<file path="src/rtl/mem_arbiter.sv">
// mem_arbiter: shares one multicycle memory between I-cache line fills and D-cache fills/stores.
// Reads stream LINE_WORDS words from the line base; stores are a single write; ties alternate.
module mem_arbiter #(
    parameter int LINE_WORDS = 4,
    parameter int ADDR_W     = 16,
    parameter int DATA_W     = 16
) (
    input  logic              clk,
    input  logic              rst,
    input  logic              i_req,
    input  logic [ADDR_W-1:0] i_addr,
    input  logic              d_req,
    input  logic              d_write,
    input  logic [ADDR_W-1:0] d_addr,
    input  logic [DATA_W-1:0] d_wdata,
    output logic              mem_req,
    output logic              mem_wr,
    output logic [ADDR_W-1:0] mem_addr,
    output logic [DATA_W-1:0] mem_wdata,
    input  logic              mem_valid,
    input  logic [DATA_W-1:0] mem_rdata,
    output logic              i_stall,
    output logic              i_cache_we,
    output logic [ADDR_W-1:0] i_addr_out,
    output logic [DATA_W-1:0] i_data_out,
    output logic              d_stall,
    output logic              d_cache_we,
    output logic [ADDR_W-1:0] d_addr_out,
    output logic [DATA_W-1:0] d_data_out
);
    localparam int CW = $clog2(LINE_WORDS);
    localparam logic [ADDR_W-1:0] LINE_MASK = ~ADDR_W'(2 * LINE_WORDS - 1);

    typedef enum logic [2:0] {IDLE, I_ISSUE, I_WAIT, D_ISSUE, D_WAIT, W_ISSUE, W_WAIT} state_t;

    state_t            state, state_nx;
    logic [CW-1:0]     cnt, cnt_nx;
    logic [ADDR_W-1:0] base, base_nx;
    logic [DATA_W-1:0] wdata, wdata_nx;
    logic              last_grant, last_grant_nx;
    logic              last_word, issue, grant_d, grant_i;
    logic [ADDR_W-1:0] fill_addr;

    assign last_word = cnt == CW'(LINE_WORDS - 1);
    assign fill_addr = base + (ADDR_W'(cnt) << 1);
    // last_grant: 0 = I, 1 = D; on a tie the other side wins
    assign grant_d   = d_req & (~i_req | ~last_grant);
    assign grant_i   = i_req & ~grant_d;

    always_ff @(posedge clk or negedge rst) begin
        if (!rst) begin
            state      <= IDLE;
            cnt        <= '0;
            base       <= '0;
            wdata      <= '0;
            last_grant <= 1'b0;
        end else begin
            state      <= state_nx;
            cnt        <= cnt_nx;
            base       <= base_nx;
            wdata      <= wdata_nx;
            last_grant <= last_grant_nx;
        end
    end

    always_comb begin
        state_nx      = state;
        cnt_nx        = cnt;
        base_nx       = base;
        wdata_nx      = wdata;
        last_grant_nx = last_grant;
        case (state)
            IDLE: begin
                if (grant_d) begin
                    state_nx      = d_write ? W_ISSUE : D_ISSUE;
                    last_grant_nx = 1'b1;
                    base_nx       = d_write ? d_addr : d_addr & LINE_MASK;
                    wdata_nx      = d_write ? d_wdata : wdata;
                    cnt_nx        = '0;
                end else if (grant_i) begin
                    state_nx      = I_ISSUE;
                    last_grant_nx = 1'b0;
                    base_nx       = i_addr & LINE_MASK;
                    cnt_nx        = '0;
                end
            end
            I_ISSUE: state_nx = I_WAIT;
            D_ISSUE: state_nx = D_WAIT;
            W_ISSUE: state_nx = W_WAIT;
            I_WAIT, D_WAIT: begin
                if (mem_valid) begin
                    cnt_nx   = last_word ? '0 : cnt + 1'b1;
                    state_nx = last_word ? IDLE : (state == I_WAIT ? I_ISSUE : D_ISSUE);
                end
            end
            W_WAIT: state_nx = mem_valid ? IDLE : W_WAIT;
            default: state_nx = IDLE;
        endcase
    end

    assign issue     = state inside {I_ISSUE, D_ISSUE, W_ISSUE};
    assign mem_req   = issue;
    assign mem_wr    = state == W_ISSUE;
    assign mem_addr  = !issue ? '0 : (mem_wr ? base : fill_addr);
    assign mem_wdata = mem_wr ? wdata : '0;

    assign i_cache_we = state == I_WAIT && mem_valid;
    assign i_addr_out = i_cache_we ? fill_addr : '0;
    assign i_data_out = i_cache_we ? mem_rdata : '0;
    assign d_cache_we = state == D_WAIT && mem_valid;
    assign d_addr_out = d_cache_we ? fill_addr : '0;
    assign d_data_out = d_cache_we ? mem_rdata : '0;

    assign i_stall = i_req & ~(i_cache_we & last_word);
    assign d_stall = d_req & ~((d_cache_we & last_word) | (state == W_WAIT && mem_valid));
endmodule

</file>
<file path="config.mk">
export PLATFORM = sky130hd
export DESIGN_NAME = mem_arbiter
export DESIGN_NICKNAME = d
export VERILOG_FILES = /design/src/rtl/mem_arbiter.sv
export SDC_FILE = /design/constraint.sdc
export NUM_CORES = 1
export LEC_CHECK = 0
export BUFFER_PORTS_ARGS = -buffer_cell sky130_fd_sc_hd__buf_4
export CAP_MARGIN = 40
export CORE_MARGIN = 4
export CORE_UTILIZATION = 23
export DETAILED_ROUTE_END_ITERATION = 10
export GPL_ROUTABILITY_DRIVEN = 1
export PLACE_DENSITY = 0.45
export SYNTH_ARGS = -nofsm -noshare
export SYNTH_HDL_FRONTEND = slang
export SYNTH_SLANG_ARGS = --single-unit
</file>
<file path="constraint.sdc">
create_clock -name clk -period 5.25 [get_ports clk]
set_clock_uncertainty 0.1 [all_clocks]
set_input_delay 1.05 -clock clk [delete_from_list [all_inputs] [get_ports clk]]
set_output_delay 1.05 -clock clk [all_outputs]
set_load 0.005 [all_outputs]
</file>
==> metrics, run 1 <==
Buffers on Ports between 150 and 200; final worst-path cycle share 0.7491; fill count roughly 1.3k; Yosys warnings 0; Crit. Startpoint state[2]$_DFFE_PN0P_; Root Buffer clkbuf_16; DP HPWL roughly 8 mm; ys flop type dfrtp_1; final core utilization 0.3661; Syn Inst Count 354; vias in the first global route about 3.1k; register area share after synthesis 0.3252; area growth from synthesis to layout 52.89%; post-CTS setup buffer count 0; CTS clk-pin slew, worst paths roughly 0.06 ns; Clock Latency Late Sink roughly 0.28 ns; Inserted Clock Buffers 5; Pwr per Cell Area about 420 nW/um^2; 1st-pass router iterations 4; Critical Path Start Type flop; DIE AREA approximately 15,000 um^2; fmax 254.3 MHz; RePlAce Congestion between 0.8 and 0.9; # nets final slightly below 600; status finished clean; Tightest Pin Transition ~0.76 ns; core area roughly 12,000 um^2; htree depth 2; Bufs on Longest Clock Path 2; multi-input logic area approximately 1800 um^2; worst min-delay path startpoint wdata[9]$_DFFE_PN0P_; total track usage 0.1390; area share of the largest cell type after synthesis 0.3252; Post-synth top cells and3_1 (39), dfrtp_1 (38), nand2_1 (33), nor2_1 (33), o21ai_0 (26); detailed-route via count between 3k and 4k; post-synth cell types 49; met1 Usage GRT 0.1768; Congestion Overflow GR 0; hold buffer count at cts 0; I/O pins about 170; max-cap violations 0; Slew HR 0.4906; asr flop ratio synth 1.000; GR peak layer met2; Site Rows 40; Setup WS post-layout between 1 and 1.5 ns; Crit. End Element primary output; Worst EP arrival roughly 2.8 ns; Iter 0 DRT Violations around 140; RSZ-0062 raised after global routing false; Final setup viols 0; Total Power around 1.9 mW; Syn Nets about 430; largest net degree at the start of global routing 39; share of cells above drive strength 1 0.3925; WL/cell roughly 15 um; CTS Sinks 38; Final Max Tran Viols 0; first-pass GRT wire length 16.35 mm; Reg-to-Reg Start state[2]$_DFFE_PN0P_; Final min period 3.933 ns; number of enable flip-flop cells after synthesis 0; Ant. Diodes 0; Die X around 120 um; Hold Vio Cnt, Final 0; Via density around 4.6; total negative setup slack 0 ns; final WL between 10 and 15 mm; initial antenna violation count 0; maximum vdd drop 0.1500 mV; critical path peak fanout 23; Setup CP Type reg -> out; worst path required time 4.10 ns; Die H ~120 um; grt met3 use 0.02572; count leader, synth and3_1; post-route ant nets 0; Reg area approximately 950 um^2; Starting Density 0.2394; synth top area cells dfrtp_1 (33%), and3_1 (8.3%), mux2i_1 (5.1%); Reg2Reg Setup Slack 2.86 ns; met2 Track Usage GR 0.2448; TritonCTS clock tree built; hold crit path type reg -> reg; Resized Gates After CTS 0; # DRC 0; area leader, netlist dfrtp_1; Leak Pwr around 2.3 nW; Mapped Avg Cell Area 8.260 um^2; DP Worst Slack roughly 1.5 ns; Post-Syn Area 2924 um^2; post-synthesis register bit count 38
-- kinds of logic after synthesis --
kind of cell,count (synthesis),synth area share
AND/OR/NAND/NOR,163,0.3008
AO/OA/AOI/OAI,67,0.1421
buffers and inverters,38,0.06033
flip-flops,38,0.3252
multiplexers,31,0.1130
XOR/XNOR,13,0.03894
adder cells (fa/ha/maj),4,0.01968
-- final cells by class --
class                      count  area share
inverter                      10    0.008396
tap                          168     0.04702
sequential                    38      0.2127
multi-input combinational    278      0.4033
timing repair buffer         173      0.2956
clock inverter                 1    0.001120
clock buffer                   7     0.03191
-- metal layers --
metal	wire length, um	vias up
li1	-	1539
met2	5017	115
met1	4399	1424
met4	76	0
met5	0	-
met3	803	4
-- through the flow --
| stage | std cells | cell area (um^2) | hold WS, ns |
|---|---|---|---|
| floorplan | 354 | 2924 | 0.3496 |
| global placement | 664 | 4278 | 0.3651 |
| detailed placement | 667 | 4323 | 0.3700 |
| CTS | 675 | 4471 | 0.3823 |
| global route | 675 | 4471 | 0.4008 |
| finish | 675 | 4471 | 0.3791 |
-- final timing paths --
check | endpoint | cells past startpoint
min in group asynchronous | base[15]$_DFFE_PN0P_ | 1
worst min register to register | wdata[9]$_DFFE_PN0P_ | 1
max in group asynchronous | cnt[0]$_DFFE_PN0P_ | 1
worst max register to register | cnt[1]$_DFFE_PN0P_ | 4
worst min-delay path | wdata[9]$_DFFE_PN0P_ | 1
worst max-delay path | mem_addr[4] | 6
-- sequential cells by signal, indices dropped and copies added (netlist names) --
register    cells
cnt             2
wdata          16
state           3
base           16
last_grant      1
-- report_power, final --
group	internal, mW	switching (mW)	leakage, nW
logic	0.482	0.475	1.72
clock network	0.188	0.112	0.0739
registers	0.435	0.203	0.470
total	1.11	0.790	2.27
-- layout by cell type, fill, tap and decap left out, types with 2 or more instances in the layout --
master,n
a21oi_1,14
a221o_1,2
a22o_1,4
a31oi_1,9
and2_1,21
and3_1,39
and4_1,3
buf_4,170
buf_8,3
clkbuf_16,5
dfrtp_1,38
ha_1,3
inv_1,9
mux2_1,7
mux2_2,9
mux2i_1,15
nand2_1,33
nand2b_1,4
nand3_1,6
nand3b_1,2
nand4_1,4
nor2_1,33
nor2b_1,6
nor3_1,2
o21ai_0,26
o31ai_1,2
or3_1,3
xnor2_1,5
xor2_1,8
-- critical path, cell delays in order (launching register included) --
cell and delay [ns]:
dfrtp_1 0.82, nor2b_2 0.73, nand2_1 0.35, inv_1 0.23, o21ai_0 0.12, o31ai_1 0.09, buf_4 0.16
(Power assumes the default switching activity.)
==> run 2, diff against run 1 <==
Clock period 5.25 ns to 3.9 ns, I/O delays scaled along.
==> run 2 against run 1 <==
Register-to-register slack lost 1.4 ns. Core utilization hardly changed. Clock-buffer cell count is 1 lower. Worst hold slack worse by 0.011 ns. Largest cell class unchanged. Sequential power up 32%. Highest routed layer unchanged. Critical path type unchanged.
==> metrics, run 2 (synthesis results as in run 1) <==
Reg-to-Reg Start state[0]$_DFFE_PN0P_ (was state[2]$_DFFE_PN0P_); Design Area, Final 4474 um^2 (was 4471 um^2); hold crit path type in -> async (was reg -> reg); worst path required time 3.02 ns (was 4.10 ns); htree depth 2 (unchanged); Hold Vio Cnt, Final 0 (unchanged); post-CTS setup buffer count 0 (unchanged); most common cell after layout, fill and taps aside buf_4 (unchanged); Root Buffer clkbuf_16 (unchanged); CTS clk-pin slew, worst paths 0.06 ns (about the same); final WL 10.13 mm (was 10.30 mm); Die H 120.8 um (unchanged); Crit. End Element primary output (unchanged); Crit. Startpoint cnt[0]$_DFFE_PN0P_ (was state[2]$_DFFE_PN0P_); DP HPWL 8.115 mm (was 8.119 mm); area growth from synthesis to layout 53.02% (was 52.89%); Reg2Reg Setup Slack 1.48 ns (was 2.86 ns); RePlAce Congestion 0.8123 (was 0.8208); Leak Pwr 2.269 nW (was 2.267 nW); FF-to-FF path depth 5 (was 4); critical path peak fanout 5 (was 23); Inserted Clock Buffers 5 (unchanged); Final min period ~3.3 ns; post-placement cell area 4338 um^2 (was 4323 um^2); Via density 4.542 (was 4.566); # nets final 583 (was 580); largest net degree at the start of global routing 39 (unchanged); Slew HR 0.5049 (was 0.4906); CTS Sinks 38 (unchanged); Congestion Overflow GR 0 (unchanged); most frequent cells in the layout buf_4 (174), and3_1 (39), dfrtp_1 (38), nand2_1 (33), nor2_1 (33) (was buf_4 (170), and3_1 (39), dfrtp_1 (38), nand2_1 (33), nor2_1 (33)); share of cells above drive strength 1 0.3949 (was 0.3925); vias in the first global route 3,090 (was 3,076); post-route ant nets 0 (unchanged); Clock Latency Late Sink 0.28 ns (about the same); I/O pins 172 (unchanged); Setup CP Type reg -> out (unchanged); final worst-path cycle share 0.8535; DIE AREA 14,580 um^2 (unchanged); hold buffer count at cts 0 (unchanged); Tightest Pin Transition 0.7400 ns (was 0.7613 ns); Worst EP arrival 2.45 ns (was 2.78 ns); Critical Path End mem_addr[13] (was mem_addr[4]); status finished clean (unchanged); total track usage 0.1380 (was 0.1390); fmax about 300 MHz; worst reg2reg path endpoint wdata[6]$_DFFE_PN0P_ (was cnt[1]$_DFFE_PN0P_); maximum vdd drop 0.2050 mV (was 0.1500 mV); first-pass GRT wire length 16.32 mm (was 16.35 mm); Site Rows 40 (unchanged); Buffers on Ports 168 (unchanged); 1st-pass router iterations 4 (unchanged); Critical Path Start Type flop (unchanged); Ant. Diodes 0 (unchanged); max-cap violations 0 (unchanged); RSZ-0062 raised after global routing false (unchanged); fill count 1,318 (unchanged); biggest regs base x16, wdata x16, state x3 (unchanged); TritonCTS clock tree built (unchanged); Bufs on Longest Clock Path 2 (unchanged); total negative setup slack 0 ns (unchanged); # DRC 0 (unchanged); Resized Gates After CTS 0 (unchanged); Die X 120.8 um (unchanged); initial antenna violation count 0 (unchanged); Pwr per Cell Area 568.0 nW/um^2 (was 424.1 nW/um^2); Iter 0 DRT Violations 108 (was 138); WL/cell 14.97 um (was 15.25 um); Final setup viols 0 (unchanged); core area 12,210 um^2 (unchanged); Final Max Tran Viols 0 (unchanged); Starting Density 0.2394 (unchanged); detailed-route via count 3,075 (was 3,082)
[run 2: changes by cell type in the layout (fill, tap and decap cells not counted), sizes merged]
| cell | before | now |
|---|---|---|
| buf | 173 | 176 |
| clkbuf | 7 | 6 |
| clkinv | 1 | 0 |
| clkinvlp | 0 | 1 |
[run 2: worst min path at each step]
stage	startpoint	end	slack [ns]	cells after the start
3_5_place_dp	wdata[15]$_DFFE_PN0P_	wdata[15]$_DFFE_PN0P_	0.37	1
6_report	rst	base[15]$_DFFE_PN0P_	0.37	1
3_3_place_gp	wdata[12]$_DFFE_PN0P_	wdata[12]$_DFFE_PN0P_	0.37	1
5_1_grt	wdata[13]$_DFFE_PN0P_	wdata[13]$_DFFE_PN0P_	0.41	1
2_1_floorplan	wdata[10]$_DFFE_PN0P_	wdata[10]$_DFFE_PN0P_	0.35	1
4_1_cts	wdata[15]$_DFFE_PN0P_	wdata[15]$_DFFE_PN0P_	0.38	1
[run 2: area by class of cell]
| class | instances | area [um^2] | share of cell area |
|---|---|---|---|
| multi-input combinational | 278 | 1803 | 0.4030 |
| inverter | 10 | 37.54 | 0.008389 |
| clock inverter | 1 | 7.507 | 0.001678 |
| timing repair buffer | 176 | 1336 | 0.2987 |
| tap | 168 | 210.2 | 0.04698 |
| sequential | 38 | 950.9 | 0.2125 |
| clock buffer | 6 | 128.9 | 0.02880 |
[run 2: per-layer routing]
| metal | GRT usage | vias up | share of wire |
|---|---|---|---|
| met2 | 0.2462 | 102 | 0.49 |
| met5 | 0 | - | 0 |
| met3 | 0.02853 | 5 | 0.071 |
| met1 | 0.1729 | 1427 | 0.43 |
| met4 | 0.02550 | 0 | 0.0089 |
| li1 | - | 1541 | - |
[run 2: stage by stage]
| step | util | total power [mW] | cells | setup WS (ns) | hold WS, ns |
|---|---|---|---|---|---|
| final | 0.3664 | 2.542 | 677 | 0.5712 | 0.3680 |
| after global routing | 0.3664 | 2.793 | 677 | 0.3428 | 0.4101 |
| after CTS | 0.3664 | 2.582 | 677 | 0.5564 | 0.3832 |
| after detailed placement | 0.3552 | 2.189 | 670 | 0.7631 | 0.3700 |
| after global placement | 0.3528 | 2.145 | 668 | 0.7763 | 0.3654 |
| after floorplan | - | 1.586 | 354 | 1.200 | 0.3496 |
[run 2: worst max-delay path: stages (launching register included)]
cell      delay, ns
dfrtp_1        0.41
ha_1           0.20
inv_1          0.06
fa_1           0.45
nand2b_1       0.22
nor4_2         0.35
o21ai_0        0.14
a22o_1         0.19
buf_4          0.14
[run 2: power by group]
part	internal [mW]	switching, mW	total [mW]
sequential	0.586	0.258	0.844
clock	0.233	0.149	0.382
combinational	0.655	0.660	1.32
==> run 3, diff against run 2 <==
Settings changed: ABC_AREA set to 1, MAX_ROUTING_LAYER set to met4, SLEW_MARGIN set to 25.
==> run 3 against run 2 <==
Synthesized cell count rose by 30%. Non-clock buffer count fell by 7. Via count rose by 8.0%. Synthesized area fell by 0.39%. Fmax rose by 4.7%. Sequential share of layout area rose by 0.38 points. Worst hold slack improved by 0.013 ns. Critical endpoint is now mem_addr[7]. Highest routed layer unchanged.
==> metrics, run 3 <==
biggest regs base x16, wdata x16, state x3 (unchanged); Slew HR 0.5803 (was 0.5049); Final Max Tran Viols 0 (unchanged); ys flop type dfrtp_1 (unchanged); WL/cell 13.82 um (was 14.97 um); Reg area 950.9 um^2 (unchanged); # DRC 0 (unchanged); Reg-to-Reg Start state[1]$_DFFE_PN0P_ (was state[0]$_DFFE_PN0P_); CTS Sinks 38 (unchanged); area leader, netlist dfrtp_1 (unchanged); share of cells above drive strength 1 0.3154 (was 0.3949); Leak Pwr 2.458 nW (was 2.269 nW); post-synth cell types 29 (was 49); Congestion Overflow GR 0 (unchanged); Starting Density 0.2385 (was 0.2394); htree depth 2 (unchanged); DP HPWL 8.424 mm (was 8.115 mm); hold crit path type in -> async (unchanged); final worst-path cycle share 0.8154 (was 0.8535); Inserted Clock Buffers 5 (unchanged); vias in the first global route 3,284 (was 3,090); Resized Gates After CTS 0 (unchanged); Crit. Startpoint cnt[0]$_DFFE_PN0P_ (unchanged); RePlAce Congestion 0.7750 (was 0.8123); Die X 120.5 um (was 120.8 um); Crit. End Element primary output (unchanged); Buffers on Ports 168 (unchanged); Iter 0 DRT Violations 131 (was 108); Hold Vio Cnt, Final 0 (unchanged); Total Power 2.747 mW (was 2.542 mW); Ant. Diodes 0 (unchanged); post-CTS setup buffer count 0 (unchanged); most frequent cells in the layout buf_4 (169), nor2_1 (107), nand2_1 (94), inv_1 (74), o21ai_0 (39) (was buf_4 (174), and3_1 (39), dfrtp_1 (38), nand2_1 (33), nor2_1 (33)); Clock Latency Late Sink 0.28 ns (about the same); DIE AREA 14,530 um^2 (was 14,580 um^2); Die H 120.5 um (was 120.8 um); Post-synth top cells nor2_1 (107), nand2_1 (94), inv_1 (74), o21ai_0 (39), dfrtp_1 (38) (was and3_1 (39), dfrtp_1 (38), nand2_1 (33), nor2_1 (33), o21ai_0 (26)); detailed-route via count 3,321 (was 3,075); # nets final 690 (was 583); TritonCTS clock tree built (unchanged); post-synthesis register bit count 38 (unchanged); Syn Inst Count 460 (was 354); count leader, synth nor2_1 (was and3_1); max-cap violations 0 (unchanged); most common cell after layout, fill and taps aside buf_4 (unchanged); I/O pins 172 (unchanged); fill count 1,364 (was 1,318); area share of the largest cell type after synthesis 0.3265 (was 0.3252); Root Buffer clkbuf_16 (unchanged); Tightest Pin Transition 0.6287 ns (was 0.7400 ns); initial antenna violation count 0 (unchanged); synth top area cells dfrtp_1 (33%), nor2_1 (14%), nand2_1 (12%) (was dfrtp_1 (33%), and3_1 (8.3%), mux2i_1 (5.1%)); fmax 314.5 MHz (was 300.4 MHz); status finished clean (unchanged); Via density 4.241 (was 4.542); number of enable flip-flop cells after synthesis 0 (unchanged); register area share after synthesis 0.3265 (was 0.3252); area growth from synthesis to layout 50.90% (was 53.02%); RSZ-0062 raised after global routing false (unchanged); hold buffer count at cts 0 (unchanged); Mapped Avg Cell Area 6.332 um^2 (was 8.260 um^2); Worst EP arrival 2.30 ns (was 2.45 ns); multi-input logic area 1525 um^2 (was 1803 um^2); total track usage 0.1486 (was 0.1380); largest net degree at the start of global routing 39 (unchanged); 1st-pass router iterations 4 (unchanged); Pwr per Cell Area 624.9 nW/um^2 (was 568.0 nW/um^2); hold_ws 0.3812 ns (was 0.3680 ns); core area 12,210 um^2 (unchanged); Critical Path Start Type flop (unchanged); final WL 10.82 mm (was 10.13 mm); final core utilization 0.3599 (was 0.3664); Setup CP Type reg -> out (unchanged); total negative setup slack 0 ns (unchanged); FF-to-FF path depth 7 (was 5); post-route ant nets 0 (unchanged); worst path required time 3.02 ns (about the same); first-pass GRT wire length 16.86 mm (was 16.32 mm); asr flop ratio synth 1.000 (unchanged); Final min period 3.180 ns (was 3.329 ns); Bufs on Longest Clock Path 2 (unchanged); Syn Nets 534 (was 428); Post-Syn Area 2913 um^2 (was 2924 um^2); CTS clk-pin slew, worst paths 0.06 ns (about the same); Site Rows 40 (unchanged); critical path peak fanout 5 (unchanged); Final setup viols 0 (unchanged); Yosys warnings 0 (unchanged); maximum vdd drop 0.2134 mV (was 0.2050 mV)
-- run 3: cell count changes after synthesis, moves of 7 or more --
| cell | delta |
|---|---|
| nand2_1 | +61 |
| o21ai_0 | +13 |
| nand3_1 | +16 |
| mux2_2 | -9 |
| inv_1 | +65 |
| mux2_1 | -7 |
| and3_1 | -39 |
| nor2b_1 | -7 |
| clkbuf_1 | -13 |
| nor2_1 | +74 |
| and2_1 | -17 |
| mux2i_1 | -15 |
-- run 3: critical path, cell delays in order (launching register included) --
cell,delay (ns)
dfrtp_1,0.39
ha_1,0.19
inv_1,0.06
fa_1,0.41
inv_1,0.07
nand2_1,0.09
nor2_4,0.18
xor2_1,0.32
a21boi_1,0.15
buf_4,0.17
-- run 3: final cells by class --
type	instances	share of cell area
inverters	79	0.06860
well taps	168	0.04782
repair buffers	169	0.2886
flip-flops and latches	38	0.2163
clock buffers	6	0.03160
multi-input cells	323	0.3470
-- run 3: path summary, 6_finish.rpt --
check,to,slack (ns)
worst max-delay path,mem_addr[7],0.72
max in group asynchronous,base[13]$_DFFE_PN0P_,2.94
worst max register to register,state[2]$_DFFE_PN0P_,1.91
worst min register to register,last_grant$_DFFE_PN0P_,0.43
worst min-delay path,wdata[10]$_DFFE_PN0P_,0.38
min in group clk,last_grant$_DFFE_PN0P_,0.43
-- run 3: metal layers --
| layer | GRT usage | share of wire | vias up |
|---|---|---|---|
| li1 | - | - | 1721 |
| met1 | 0.2029 | 0.48 | 1472 |
| met2 | 0.2316 | 0.45 | 116 |
| met3 | 0.02619 | 0.055 | 12 |
| met4 | 0.03329 | 0.014 | 0 |
| met5 | - | 0 | - |
-- run 3: metrics by stage --
| step | cell area, um^2 | instances | worst slack (ns) |
|---|---|---|---|
| 2_1_floorplan | 2913 | 460 | 1.375 |
| 3_3_place_gp | 4257 | 777 | 0.9560 |
| 3_5_place_dp | 4257 | 777 | 0.9357 |
| 4_1_cts | 4395 | 783 | 0.6852 |
| 5_1_grt | 4395 | 783 | 0.5306 |
| 6_report | 4395 | 783 | 0.7199 |
-- run 3: logic make-up after synthesis --
group / Yosys count / share of synthesized area
AOI/OAI and AO/OA: 66 / 0.1216
and+or+nand+nor: 248 / 0.3673
DFF: 38 / 0.3265
buffers and inverters: 99 / 0.1499
adders and majority gates: 4 / 0.01976
xor gates and xnor gates: 5 / 0.01503
-- run 3: report_power, final --
| group | leakage [nW] | internal, mW | switching, mW | total, mW |
|---|---|---|---|---|
| clock | 0.0688 | 0.247 | 0.148 | 0.395 |
| combinational | 1.93 | 0.650 | 0.931 | 1.58 |
| sequential | 0.457 | 0.590 | 0.181 | 0.771 |
| total | 2.46 | 1.49 | 1.26 | 2.75 |
